<file path="src/rtl/timer_pkg.sv">
// Shared constants for the timer counting engine.
// Optional one-shot build is selected with the TMR_ONESHOT_EN macro.
package timer_pkg;

    localparam int unsigned CNT_W_DEF = 8;
    localparam int unsigned PSC_W_DEF = 4;

    // Clock select encodings: divide pclk by 2^(cks+1)
    localparam logic [1:0] CKS_DIV2  = 2'd0;
    localparam logic [1:0] CKS_DIV4  = 2'd1;
    localparam logic [1:0] CKS_DIV8  = 2'd2;
    localparam logic [1:0] CKS_DIV16 = 2'd3;

    // Count direction
    localparam logic DIR_UP = 1'b0;
    localparam logic DIR_DN = 1'b1;

    // Prescaler compare mask for a clock select: 2^(cks+1)-1
    function automatic int unsigned cks_mask(input logic [1:0] cks);
        return (32'd2 << cks) - 32'd1;
    endfunction

endpackage

</file>
<file path="src/rtl/timer_counter_core_if.sv">
// Control/status bundle between the APB register file and the counting engine.
// The oneshot control only exists when TMR_ONESHOT_EN is defined.
interface timer_counter_core_if #(
    parameter int unsigned CNT_W = 8
);
    logic             en;
    logic             cnt_dn;
    logic [1:0]       cks;
    logic             load;
    logic [CNT_W-1:0] tdr;
    logic             ovf_ie;
    logic             udf_ie;
    logic             ovf_clr;
    logic             udf_clr;
`ifdef TMR_ONESHOT_EN
    logic             oneshot;
`endif
    logic [CNT_W-1:0] tcnt;
    logic             ovf_flag;
    logic             udf_flag;
    logic             tmr_irq;

`ifdef TMR_ONESHOT_EN
    modport master (
        output en, cnt_dn, cks, load, tdr, ovf_ie, udf_ie, ovf_clr, udf_clr, oneshot,
        input  tcnt, ovf_flag, udf_flag, tmr_irq
    );
    modport slave (
        input  en, cnt_dn, cks, load, tdr, ovf_ie, udf_ie, ovf_clr, udf_clr, oneshot,
        output tcnt, ovf_flag, udf_flag, tmr_irq
    );
`else
    modport master (
        output en, cnt_dn, cks, load, tdr, ovf_ie, udf_ie, ovf_clr, udf_clr,
        input  tcnt, ovf_flag, udf_flag, tmr_irq
    );
    modport slave (
        input  en, cnt_dn, cks, load, tdr, ovf_ie, udf_ie, ovf_clr, udf_clr,
        output tcnt, ovf_flag, udf_flag, tmr_irq
    );
`endif

endinterface

</file>
<file path="src/rtl/timer_prescaler.sv">
// Free-running prescaler producing a one-cycle tick every 2^(cks+1) pclk cycles.
module timer_prescaler
    import timer_pkg::*;
#(
    parameter int unsigned PSC_W = PSC_W_DEF
) (
    input  logic       pclk,
    input  logic       presetn,
    input  logic       en,
    input  logic       load,
    input  logic [1:0] cks,
    output logic       tick
);

    logic [PSC_W-1:0] psc_q;
    logic [PSC_W-1:0] psc_d;
    logic [PSC_W-1:0] mask;

    // Mask follows cks immediately; psc is not cleared on a cks change
    always_comb begin
        mask  = PSC_W'(cks_mask(cks));
        psc_d = (en && !load) ? psc_q + PSC_W'(1) : '0;
        tick  = en && !load && ((psc_q & mask) == mask);
    end

    // Prescaler state with synchronous reset
    always_ff @(posedge pclk) begin
        if (!presetn) begin
            psc_q <= '0;
        end else begin
            psc_q <= psc_d;
        end
    end

endmodule

</file>
<file path="src/rtl/timer_counter_core.sv">
// 8-bit timer counting engine: prescaled up/down counter, sticky wrap flags, irq.
// Define TMR_ONESHOT_EN to add the oneshot control that stops counting after a wrap.
module timer_counter_core
    import timer_pkg::*;
#(
    parameter int unsigned CNT_W = CNT_W_DEF,
    parameter int unsigned PSC_W = PSC_W_DEF
) (
    input logic                 pclk,
    input logic                 presetn,
    timer_counter_core_if.slave bus
);

    logic             tick;
    logic             psc_en;
    logic             ovf_evt;
    logic             udf_evt;
    logic [CNT_W-1:0] tcnt_q;
    logic             ovf_q;
    logic             udf_q;

`ifdef TMR_ONESHOT_EN
    logic run_q;
    logic en_q;
    logic run_act;

    // A load or en rising edge restarts a stopped one-shot in the same cycle
    always_comb begin
        run_act = run_q || (bus.en && !en_q) || bus.load;
        psc_en  = bus.en && (run_act || !bus.oneshot);
    end

    // Run tracking: set on load / en rise, cleared by a wrap in one-shot mode
    always_ff @(posedge pclk) begin
        if (!presetn) begin
            run_q <= 1'b0;
            en_q  <= 1'b0;
        end else begin
            en_q <= bus.en;
            if (bus.load || (bus.en && !en_q)) begin
                run_q <= 1'b1;
            end else if (bus.oneshot && (ovf_evt || udf_evt)) begin
                run_q <= 1'b0;
            end
        end
    end
`else
    assign psc_en = bus.en;
`endif

    timer_prescaler #(
        .PSC_W (PSC_W)
    ) u_prescaler (
        .pclk    (pclk),
        .presetn (presetn),
        .en      (psc_en),
        .load    (bus.load),
        .cks     (bus.cks),
        .tick    (tick)
    );

    // Wrap events; tick already excludes load, so a load suppresses them
    always_comb begin
        ovf_evt = tick && (bus.cnt_dn == DIR_UP) && (tcnt_q == '1);
        udf_evt = tick && (bus.cnt_dn == DIR_DN) && (tcnt_q == '0);
    end

    // Counter: load beats tick beats hold
    always_ff @(posedge pclk) begin
        if (!presetn) begin
            tcnt_q <= '0;
        end else if (bus.load) begin
            tcnt_q <= bus.tdr;
        end else if (tick) begin
            tcnt_q <= (bus.cnt_dn == DIR_DN) ? tcnt_q - CNT_W'(1) : tcnt_q + CNT_W'(1);
        end
    end

    // Sticky flags: set wins over clear
    always_ff @(posedge pclk) begin
        if (!presetn) begin
            ovf_q <= 1'b0;
            udf_q <= 1'b0;
        end else begin
            if (ovf_evt) begin
                ovf_q <= 1'b1;
            end else if (bus.ovf_clr) begin
                ovf_q <= 1'b0;
            end
            if (udf_evt) begin
                udf_q <= 1'b1;
            end else if (bus.udf_clr) begin
                udf_q <= 1'b0;
            end
        end
    end

    assign bus.tcnt     = tcnt_q;
    assign bus.ovf_flag = ovf_q;
    assign bus.udf_flag = udf_q;
    assign bus.tmr_irq  = (ovf_q && bus.ovf_ie) || (udf_q && bus.udf_ie);

endmodule

</file>
<file path="src/flat_wrapper.sv">
// flat-port wrapper written by rule: the top's interface ports become plain ports
module timer_counter_core_flat import timer_pkg::*;
#(
    parameter int unsigned CNT_W = CNT_W_DEF,
    parameter int unsigned PSC_W = PSC_W_DEF
)
  (pclk, presetn, bus_en, bus_cnt_dn, bus_cks, bus_load, bus_tdr, bus_ovf_ie, bus_udf_ie, bus_ovf_clr, bus_udf_clr, bus_tcnt, bus_ovf_flag, bus_udf_flag, bus_tmr_irq);
  timer_counter_core_if #(.CNT_W(CNT_W)) bus_i ();
  input logic pclk;
  input logic presetn;
  input wire logic [$bits(bus_i.en)-1:0] bus_en;
  input wire logic [$bits(bus_i.cnt_dn)-1:0] bus_cnt_dn;
  input wire logic [$bits(bus_i.cks)-1:0] bus_cks;
  input wire logic [$bits(bus_i.load)-1:0] bus_load;
  input wire logic [$bits(bus_i.tdr)-1:0] bus_tdr;
  input wire logic [$bits(bus_i.ovf_ie)-1:0] bus_ovf_ie;
  input wire logic [$bits(bus_i.udf_ie)-1:0] bus_udf_ie;
  input wire logic [$bits(bus_i.ovf_clr)-1:0] bus_ovf_clr;
  input wire logic [$bits(bus_i.udf_clr)-1:0] bus_udf_clr;
  output wire logic [$bits(bus_i.tcnt)-1:0] bus_tcnt;
  output wire logic [$bits(bus_i.ovf_flag)-1:0] bus_ovf_flag;
  output wire logic [$bits(bus_i.udf_flag)-1:0] bus_udf_flag;
  output wire logic [$bits(bus_i.tmr_irq)-1:0] bus_tmr_irq;
  assign bus_i.en = bus_en;
  assign bus_i.cnt_dn = bus_cnt_dn;
  assign bus_i.cks = bus_cks;
  assign bus_i.load = bus_load;
  assign bus_i.tdr = bus_tdr;
  assign bus_i.ovf_ie = bus_ovf_ie;
  assign bus_i.udf_ie = bus_udf_ie;
  assign bus_i.ovf_clr = bus_ovf_clr;
  assign bus_i.udf_clr = bus_udf_clr;
  assign bus_tcnt = bus_i.tcnt;
  assign bus_ovf_flag = bus_i.ovf_flag;
  assign bus_udf_flag = bus_i.udf_flag;
  assign bus_tmr_irq = bus_i.tmr_irq;
  timer_counter_core #(.CNT_W(CNT_W), .PSC_W(PSC_W)) u_core (.pclk(pclk), .presetn(presetn), .bus(bus_i));
endmodule
</file>
<file path="config.mk">
export PLATFORM = sky130hd
export DESIGN_NAME = timer_counter_core_flat
export DESIGN_NICKNAME = d
export VERILOG_FILES = /design/src/rtl/timer_pkg.sv /design/src/rtl/timer_counter_core_if.sv /design/src/rtl/timer_prescaler.sv /design/src/rtl/timer_counter_core.sv /design/src/flat_wrapper.sv
export SDC_FILE = /design/constraint.sdc
export NUM_CORES = 1
export LEC_CHECK = 0
export CAP_MARGIN = 20
export CELL_PAD_IN_SITES_DETAIL_PLACEMENT = 0
export CELL_PAD_IN_SITES_GLOBAL_PLACEMENT = 2
export CORE_AREA = 2 2 72 57
export DETAILED_ROUTE_END_ITERATION = 10
export DIE_AREA = 0 0 74 59
export GPL_TIMING_DRIVEN = 0
export PLACE_DENSITY_LB_ADDON = 0.1
export SYNTH_ARGS = -nofsm -noshare
export SYNTH_HDL_FRONTEND = slang
export SYNTH_SLANG_ARGS = --single-unit
</file>
<file path="constraint.sdc">
create_clock -name pclk -period 3.15 [get_ports pclk]
set_clock_uncertainty 0.15 [all_clocks]
set_input_delay 0.4725 -clock pclk [delete_from_list [all_inputs] [get_ports pclk]]
set_output_delay 0.4725 -clock pclk [all_outputs]
set_load 0.03 [all_outputs]
</file>
==> flow_metrics.py, run 1 <==
metrics = {
    "outcome": {
        "status": "completed",
    },
    "yosys": {
        "async_reset_ff_share_pct": 0,
        "synth_cell_type_count": 39,
        "syn-cell-area_um2": 955,
        "yosys.area_share.simple_pct": 26.7,
        "synth_compound_area_share_pct": 22.7,
        "synth_cells": 118,
        "synthTopCellsByArea": "dfxtp_1, ha_1, nand3_1",
        "synthesis.nets": 145,
        "avgSynthCellArea_um2": 8.09,
        "synth-seq-cells": 14,
        "synth_fa_ha_area_share_pct": 11.3,
        "yosysSeqAreaShare_pct": 29.4,
        "synth_top_area_share_pct": 29.4,
        "synth_top_family_by_area": "simple AND/OR/NAND/NOR gates",
        "synth_xor_area_share_pct": 4.59,
        "synth_mux_area_share_pct": 1.05,
        "yosys_warnings": 0,
        "synth-edff-count": 0,
        "ys.flop_type": "dfxtp_1",
        "yosysTopAreaCell": "dfxtp_1",
    },
    "sta": {
        "setup_viol": 0,
        "tns_ns": 0,
        "max_freq_ghz": 0.355,
        "worst_pin_slew_ns": 0.524,
        "period_minus_slack_ns": 2.82,
        "rsz0062_at_grt": "no",
        "layout_worst_path_cycle_share_pct": 89.5,
        "drv_slew": 0,
        "max_slew_margin_pct": 65.1,
        "hold_viol": 0,
    },
    "route": {
        "drt_iter0_drc": 22,
        "postRouteAntennaNets": 0,
        "drc_errors": 0,
        "routed_via_density": 4.71,
        "vias": 952,
        "wire_per_inst_um": 13.7,
        "dr.pass1.iters": 4,
        "wl_um": 2770,
    },
    "clock_network": {
        "cts_buffer_depth": 2,
        "clock_sinks": 14,
        "root_buffer": "clkbuf_8",
        "cts_setup_buffers": 0,
        "cts_resized": 0,
        "cts_tree": "built",
        "holdBufCountCts": 0,
        "cts_max_level": 1,
        "cts_inserted_buffers": 3,
        "clkLatencyLatePin_ns": 0.24,
        "clk_pin_slew_ns": 0.05,
    },
    "setup_path": {
        "path_buf_inv": 2,
        "required_ns": 3.11,
        "cp_top_family": "buffers and inverters",
        "critPathKind": "input port to flop",
        "endpoint_kind": "flop",
        "cpPeakStageDelay_ns": 0.71,
        "worst-r2r-setup-slack_ns": 0.83,
        "worst_ep_arrival_time_ns": 2.78,
        "r2r_start": "u_core.bus.tcnt[0]",
        "cp_max_fo": 9,
        "crit_path_start": "bus_cnt_dn",
        "cp-start-kind": "input port",
        "slowest_stage": "clkdlybuf4s50_1",
        "r2r_cells": 7,
        "path_cells": "clkdlybuf4s50_1 > inv_1 > fa_1 > nand2b_1 > a21oi_1 > mux2i_1 > o311ai_1 > o211ai_1",
        "r2r-end": "u_core.bus.tcnt[6]",
    },
    "layout": {
        "final_cell_mix": "clkdlybuf4s50_1, dfxtp_1, nand2_1",
        "finalNetCount": 179,
        "fin_area_um2": 1350,
        "n_antenna_cell": 0,
        "multiInputGateArea_um2": 633,
        "final_common_cell": "clkdlybuf4s50_1",
        "seq_area_um2": 280,
        "area_delta_synth_final_pct": 41.5,
        "drive_gt1_share_pct": 4.67,
        "fillers": 389,
    },
    "power": {
        "p_per_area_nw_per_um2": 343,
        "power.leakage_uw": 0.000505,
        "vdd_drop_max_mv": 0.238,
    },
    "floorplan": {
        "coreArea_um2": 3590,
        "rows": 19,
        "start_util_pct": 26.6,
        "io_pins": 30,
        "die_y_um": 59,
        "fp.dieArea_um2": 4370,
        "die_w_um": 74,
    },
    "min_path": {
        "holdPathStages": 1,
        "hold_path.class": "flop to flop",
        "holdPathEnd": "u_core.u_prescaler.psc_q[0]",
        "min_from": "u_core.u_prescaler.psc_q[0]",
    },
    "place": {
        "port_buffers": 29,
        "hpwl_um": 2190,
        "postPlaceCellArea_um2": 1310,
        "globalplace.congestion": 0.800,
    },
    "global_route": {
        "grt_overflow": 0,
        "grt_pass1_wl_um": 4550,
        "grt_antenna_before_repair": 0,
        "grt.total_usage_pct": 13.7,
        "grt_pass1_vias": 909,
        "grt_max_degree": 11,
    },
    "run": {
        "cap_violations": 0,
    },
}
synthesized netlist by cell type, drive strengths merged (3+ instances only):
cell type,count
nand3,9
nand2,11
inv,7
o21ai,6
dfxtp,14
ha,7
xor2,4
nand2b,6
nand4,3
o221ai,3
nor2,10
a21oi,7
stage by stage:
step | utilization, % | std cells | hold slack (ns) | setup slack (ns) | total power [uW]
after global routing | 37.6 | 202 | 0.366 | 0.123 | 496
after global placement | 36.5 | 199 | 0.304 | 0.0359 | 322
after CTS | 37.6 | 202 | 0.323 | 0.244 | 473
final | 37.6 | 202 | 0.317 | 0.330 | 464
after detailed placement | 36.5 | 199 | 0.310 | 0.00210 | 324
after floorplan | - | 118 | 0.280 | 0.917 | 267
state kept, by name, indices dropped and copies added, names as in the netlist:
| register | cells |
|---|---|
| u_core.bus.ovf_flag | 1 |
| u_core.u_prescaler.psc_q | 4 |
| u_core.bus.udf_flag | 1 |
| u_core.bus.tcnt | 8 |
layout make-up:
cell class,instances,area share [%]
multi-input cells,94,46.9
repair buffers,29,21.5
flip-flops and latches,14,20.7
well taps,52,4.81
clock buffers,3,3.06
inverters,7,1.94
plain buffers,3,1.11
power by group:
group          internal, uW  leakage, uW  switching (uW)  total (uW)
Combinational          60.0     0.000369            65.2         125
Sequential              184     0.000114            10.2         194
Clock                  84.4    0.0000216            59.6         144
cells by family (layout without fill, tap and decap cells):
| group | Yosys count | after routing |
|---|---|---|
| xor+xnor | 5 | 5 |
| fa+ha+maj | 8 | 8 |
| flops | 14 | 14 |
| mux | 1 | 1 |
| buf+inv | 10 | 42 |
| compound gates | 30 | 30 |
| simple gates | 50 | 50 |
worst register-to-register path, cell delays in order (launching register included):
cell,delay (ns)
dfxtp_1,0.41
inv_1,0.14
fa_1,0.46
nand2b_1,0.20
a21oi_1,0.25
mux2i_1,0.12
o311ai_1,0.34
o211ai_1,0.13
routing by layer:
| metal | part of all wire (%) | global-route usage [%] | up-vias |
|---|---|---|---|
| met2 | 42 | 20.4 | 24 |
| met3 | 4.7 | 4.42 | 0 |
| met4 | 0 | 0.779 | 0 |
| met5 | 0 | 0 | - |
| met1 | 53 | 20.4 | 430 |
| li1 | - | - | 498 |
worst max path at each step:
stage / depth (start not counted) / endpoint / slack [ns]
6_report: 8 / u_core.bus.tcnt[6] / 0.33
5_1_grt: 8 / u_core.bus.tcnt[6] / 0.12
4_1_cts: 8 / u_core.bus.tcnt[6] / 0.24
3_5_place_dp: 8 / u_core.bus.tcnt[6] / 0.002
3_3_place_gp: 8 / u_core.bus.tcnt[6] / 0.04
2_1_floorplan: 7 / u_core.bus.tcnt[6] / 0.92
(Power assumes the default switching activity.)
==> run 2: changes to the inputs <==
--- a/config.mk
+++ b/config.mk
@@ -8,9 +8,9 @@
 export CAP_MARGIN = 20
 export CELL_PAD_IN_SITES_DETAIL_PLACEMENT = 0
 export CELL_PAD_IN_SITES_GLOBAL_PLACEMENT = 2
-export CORE_AREA = 2 2 72 57
+export CORE_AREA = 2 2 75 59
 export DETAILED_ROUTE_END_ITERATION = 10
-export DIE_AREA = 0 0 74 59
+export DIE_AREA = 0 0 77 61
 export GPL_TIMING_DRIVEN = 0
 export PLACE_DENSITY_LB_ADDON = 0.1
 export SYNTH_ARGS = -nofsm -noshare
==> constraint.sdc (replaced) <==
create_clock -name pclk -period 2.9 [get_ports pclk]
set_clock_uncertainty 0.15 [all_clocks]
set_input_delay 0.435 -clock pclk [delete_from_list [all_inputs] [get_ports pclk]]
set_output_delay 0.435 -clock pclk [all_outputs]
set_load 0.03 [all_outputs]
==> flow_metrics.py, run 2 (synthesized netlist as in run 1, its figures left out) <==
metrics = {
    "sta": {
        "setup_viol": 0,
        "hold_ws_ns": 0.317,
        "layout_worst_path_cycle_share_pct": 81.6,
        "drv_slew": 0,
        "tns_ns": 0,
        "worst_pin_slew_ns": 0.489,
        "max_slew_margin_pct": 67.4,
        "hold_viol": 0,
        "rsz0062_at_grt": "no",
        "period_minus_slack_ns": 2.37,
        "max_freq_ghz": 0.422,
    },
    "clock_network": {
        "cts_tree": "built",
        "cts_inserted_buffers": 3,
        "root_buffer": "clkbuf_8",
        "clk_pin_slew_ns": 0.06,
        "clock_sinks": 14,
        "cts_buffer_depth": 2,
        "cts_max_level": 1,
        "clkLatencyLatePin_ns": 0.25,
    },
    "outcome": {
        "status": "completed",
    },
    "setup_path": {
        "endpoint_kind": "flop",
        "cp_max_fo": 9,
        "cp-start-kind": "input port",
        "critPathKind": "input port to flop",
        "worst_ep_arrival_time_ns": 2.34,
        "required_ns": 2.87,
    },
    "layout": {
        "drive_gt1_share_pct": 5.30,
        "final_common_cell": "clkdlybuf4s50_1",
        "final_cell_mix": "clkdlybuf4s50_1, dfxtp_1, nand2_1",
        "fillers": 437,
        "largest_reg_flops": 8,
        "finalNetCount": 179,
        "n_antenna_cell": 0,
        "area_delta_synth_final_pct": 43.6,
    },
    "route": {
        "drc_errors": 0,
        "dr.pass1.iters": 4,
        "drt_iter0_drc": 33,
        "wire_per_inst_um": 13.9,
        "wl_um": 2860,
        "vias": 968,
        "postRouteAntennaNets": 0,
        "routed_via_density": 4.70,
    },
    "min_path": {
        "hold_path.class": "flop to flop",
    },
    "global_route": {
        "grt.total_usage_pct": 12.9,
        "grt_pass1_wl_um": 4650,
        "grt_max_degree": 11,
        "grt_overflow": 0,
        "grt_pass1_vias": 950,
        "grt_antenna_before_repair": 0,
    },
    "power": {
        "vdd_drop_max_mv": 0.168,
        "power.leakage_uw": 0.000522,
        "p_total_uw": 544,
        "p_per_area_nw_per_um2": 397,
    },
    "floorplan": {
        "die_y_um": 61,
        "fp.dieArea_um2": 4700,
        "start_util_pct": 24.1,
        "coreArea_um2": 3950,
        "die_w_um": 77,
        "io_pins": 30,
        "rows": 20,
    },
    "place": {
        "port_buffers": 29,
        "hpwl_um": 2200,
        "globalplace.congestion": 0.744,
    },
    "run": {
        "cap_violations": 0,
    },
}
## run 2: changes by cell type in the layout (fill, tap and decap cells not counted)
cell	before	now
clkbuf_8	3	4
clkdlybuf4s50_1	29	28
dlymetal6s2s_1	0	1
## run 2: worst paths after layout
| kind | slack, ns | from | cells after the start | to |
|---|---|---|---|---|
| setup / recovery | 0.53 | bus_cnt_dn | 8 | u_core.bus.tcnt[6] |
| hold / removal | 0.32 | u_core.u_prescaler.psc_q[0] | 1 | u_core.u_prescaler.psc_q[0] |
| setup reg to reg | 0.60 | u_core.bus.tcnt[0] | 7 | u_core.bus.tcnt[6] |
| hold reg to reg | 0.32 | u_core.u_prescaler.psc_q[0] | 1 | u_core.u_prescaler.psc_q[0] |
## run 2: layout make-up
type / count / area (um^2) / share of cell area, %
Inverter: 7 / 26.3 / 1.92
Timing Repair Buffer: 29 / 293 / 21.4
Buffer: 3 / 15.0 / 1.09
Sequential cell: 14 / 280 / 20.4
Clock buffer: 4 / 55.1 / 4.01
Tap cell: 55 / 68.8 / 5.02
Multi-Input combinational cell: 94 / 633 / 46.2
## run 2: repair_timing
action / CTS / global route
hold buffers: 0 / 0
buffers inserted: 0 / 0
setup endpoints to repair: 0 / 1
resized for setup: 0 / 1
## run 2: worst max-delay path: stages
cell	delay, ns
dlymetal6s2s_1	0.32
inv_1	0.13
fa_1	0.42
nand2b_1	0.21
a21oi_1	0.26
mux2i_1	0.12
o311ai_1	0.31
o211ai_1	0.12
## run 2: stage by stage
step / util (%) / area [um^2] / cells / worst slack, ns
detailed placement: 33.2 / 1310 / 202 / -0.177
CTS: 34.6 / 1370 / 206 / 0.0872
global placement: 33.2 / 1310 / 202 / -0.158
global route: 34.7 / 1370 / 206 / 0.328
floorplan: - / 955 / 118 / 0.667
finish: 34.7 / 1370 / 206 / 0.533
## run 2: routing by layer
| layer | global-route usage [%] | wire length [um] | up-vias | part of all wire, % |
|---|---|---|---|---|
| li1 | - | - | 496 | - |
| met1 | 18.1 | 1520 | 451 | 53 |
| met2 | 20.3 | 1210 | 19 | 42 |
| met3 | 3.57 | 108 | 2 | 3.8 |
| met4 | 2.30 | 19 | 0 | 0.67 |
| met5 | 0 | 0 | - | 0 |
## run 2: power by group
part,total (uW),internal [uW],switching (uW)
logic,135,65.2,69.8
registers,211,200,11.3
clock network,198,120,78.1
==> run 3: changes to the inputs <==
==> constraint.sdc (replaced) <==
create_clock -name pclk -period 2.3 [get_ports pclk]
set_clock_uncertainty 0.15 [all_clocks]
set_input_delay 0.345 -clock pclk [delete_from_list [all_inputs] [get_ports pclk]]
set_output_delay 0.345 -clock pclk [all_outputs]
set_load 0.03 [all_outputs]
==> flow_metrics.py, run 3 (synthesized netlist as in run 1, its figures left out) <==
metrics = {
    "outcome": {
        "status": "completed",
    },
    "sta": {
        "period_minus_slack_ns": 2.12,
        "tns_ns": 0,
        "max_freq_ghz": 0.471,
        "worst_pin_slew_ns": 0.496,
        "rsz0062_at_grt": "no",
        "setup_viol": 0,
        "drv_slew": 0,
        "max_slew_margin_pct": 66.9,
        "fin_ws_ns": 0.178,
        "layout_worst_path_cycle_share_pct": 92.2,
        "hold_viol": 0,
        "hold_ws_ns": 0.317,
    },
    "setup_path": {
        "path_buf_inv": 1,
        "cpPeakStageDelay_ns": 0.47,
        "cp-start-kind": "flop",
        "cp_top_family": "compound AO/OA/AOI/OAI gates",
        "worst_ep_arrival_time_ns": 2.09,
        "endpoint_kind": "flop",
        "cp_max_fo": 5,
        "critPathKind": "flop to flop",
        "required_ns": 2.27,
        "slowest_stage": "fa_1",
        "path_cells": "inv_1 > fa_1 > nand2b_4 > a21oi_2 > mux2i_1 > o311ai_1 > o211ai_1",
    },
    "route": {
        "vias": 981,
        "postRouteAntennaNets": 0,
        "wire_per_inst_um": 13.9,
        "routed_via_density": 4.74,
        "drt_iter0_drc": 61,
        "drc_errors": 0,
        "wl_um": 2880,
        "dr.pass1.iters": 4,
    },
    "clock_network": {
        "clock_sinks": 14,
        "clkLatencyLatePin_ns": 0.25,
        "cts_max_level": 1,
        "clk_pin_slew_ns": 0.07,
        "cts_inserted_buffers": 3,
        "cts_buffer_depth": 2,
        "root_buffer": "clkbuf_8",
        "cts_tree": "built",
        "holdBufCountCts": 0,
    },
    "power": {
        "p_total_uw": 691,
        "p_per_area_nw_per_um2": 497,
        "power.leakage_uw": 0.000528,
        "vdd_drop_max_mv": 0.213,
    },
    "global_route": {
        "grt.total_usage_pct": 12.9,
        "grt_pass1_wl_um": 4680,
        "grt_overflow": 0,
        "grt_pass1_vias": 950,
        "grt_antenna_before_repair": 0,
        "grt_max_degree": 11,
    },
    "layout": {
        "largest_reg_flops": 8,
        "final_cell_mix": "clkdlybuf4s50_1, dfxtp_1, nand2_1",
        "n_antenna_cell": 0,
        "seq_area_um2": 283,
        "final_common_cell": "clkdlybuf4s50_1",
        "area_delta_synth_final_pct": 45.7,
        "finalNetCount": 180,
        "drive_gt1_share_pct": 9.21,
        "fillers": 433,
        "finalNonFillerCells": 207,
        "multiInputGateArea_um2": 644,
    },
    "floorplan": {
        "start_util_pct": 24.1,
        "die_y_um": 61,
        "die_w_um": 77,
        "io_pins": 30,
        "fp.dieArea_um2": 4700,
        "rows": 20,
        "coreArea_um2": 3950,
    },
    "run": {
        "cap_violations": 0,
    },
    "place": {
        "globalplace.congestion": 0.744,
        "place_inst": 202,
        "place_ws_ns": -0.687,
        "port_buffers": 29,
        "hpwl_um": 2200,
    },
    "min_path": {
        "hold_path.class": "flop to flop",
    },
}
## run 3: changes by cell type in the layout (fill, tap and decap cells not counted)
cell             previous run  this run
dlymetal6s2s_1              1         0
nand2b_4                    0         1
nand2b_1                    6         5
dfxtp_2                     0         2
dfxtp_1                    14        12
clkdlybuf4s15_2             0         1
buf_4                       1         2
a21oi_2                     0         1
a21oi_1                     7         6
## run 3: layer usage
layer,wire (um),track usage [%]
met3,117,3.57
met5,0,0
met2,1230,20.3
met1,1510,18.2
met4,19,2.30
## run 3: power breakdown
group	internal (uW)	switching, uW
clock network	152	98.2
logic	84.9	90.3
registers	252	14.0
total	489	203
## run 3: area by class of cell
class	count	share of cell area, %
clock buffers	4	3.96
plain buffers	3	1.08
multi-input cells	94	46.3
repair buffers	30	21.5
inverters	7	1.89
flip-flops and latches	14	20.3
well taps	55	4.95
## run 3: per-stage QoR
stage	instance area (um^2)	utilization [%]
4_1_cts	1370	34.7
5_1_grt	1390	35.2
3_3_place_gp	1310	33.2
3_5_place_dp	1310	33.2
6_report	1390	35.2
2_1_floorplan	955	-
## run 3: worst paths after layout
check / from / to / cells after the start / slack (ns)
max: u_core.bus.tcnt[0] / u_core.bus.tcnt[6] / 7 / 0.18
max reg2reg: u_core.bus.tcnt[0] / u_core.bus.tcnt[6] / 7 / 0.18
min: u_core.u_prescaler.psc_q[0] / u_core.u_prescaler.psc_q[0] / 1 / 0.32
min reg2reg: u_core.u_prescaler.psc_q[0] / u_core.u_prescaler.psc_q[0] / 1 / 0.32
## run 3: what timing repair did
action                                  4_1_cts  5_1_grt
pin swaps                                     0        2
endpoints found under the setup margin        4        1
buffers inserted                              0        1
resized for setup                             4        3
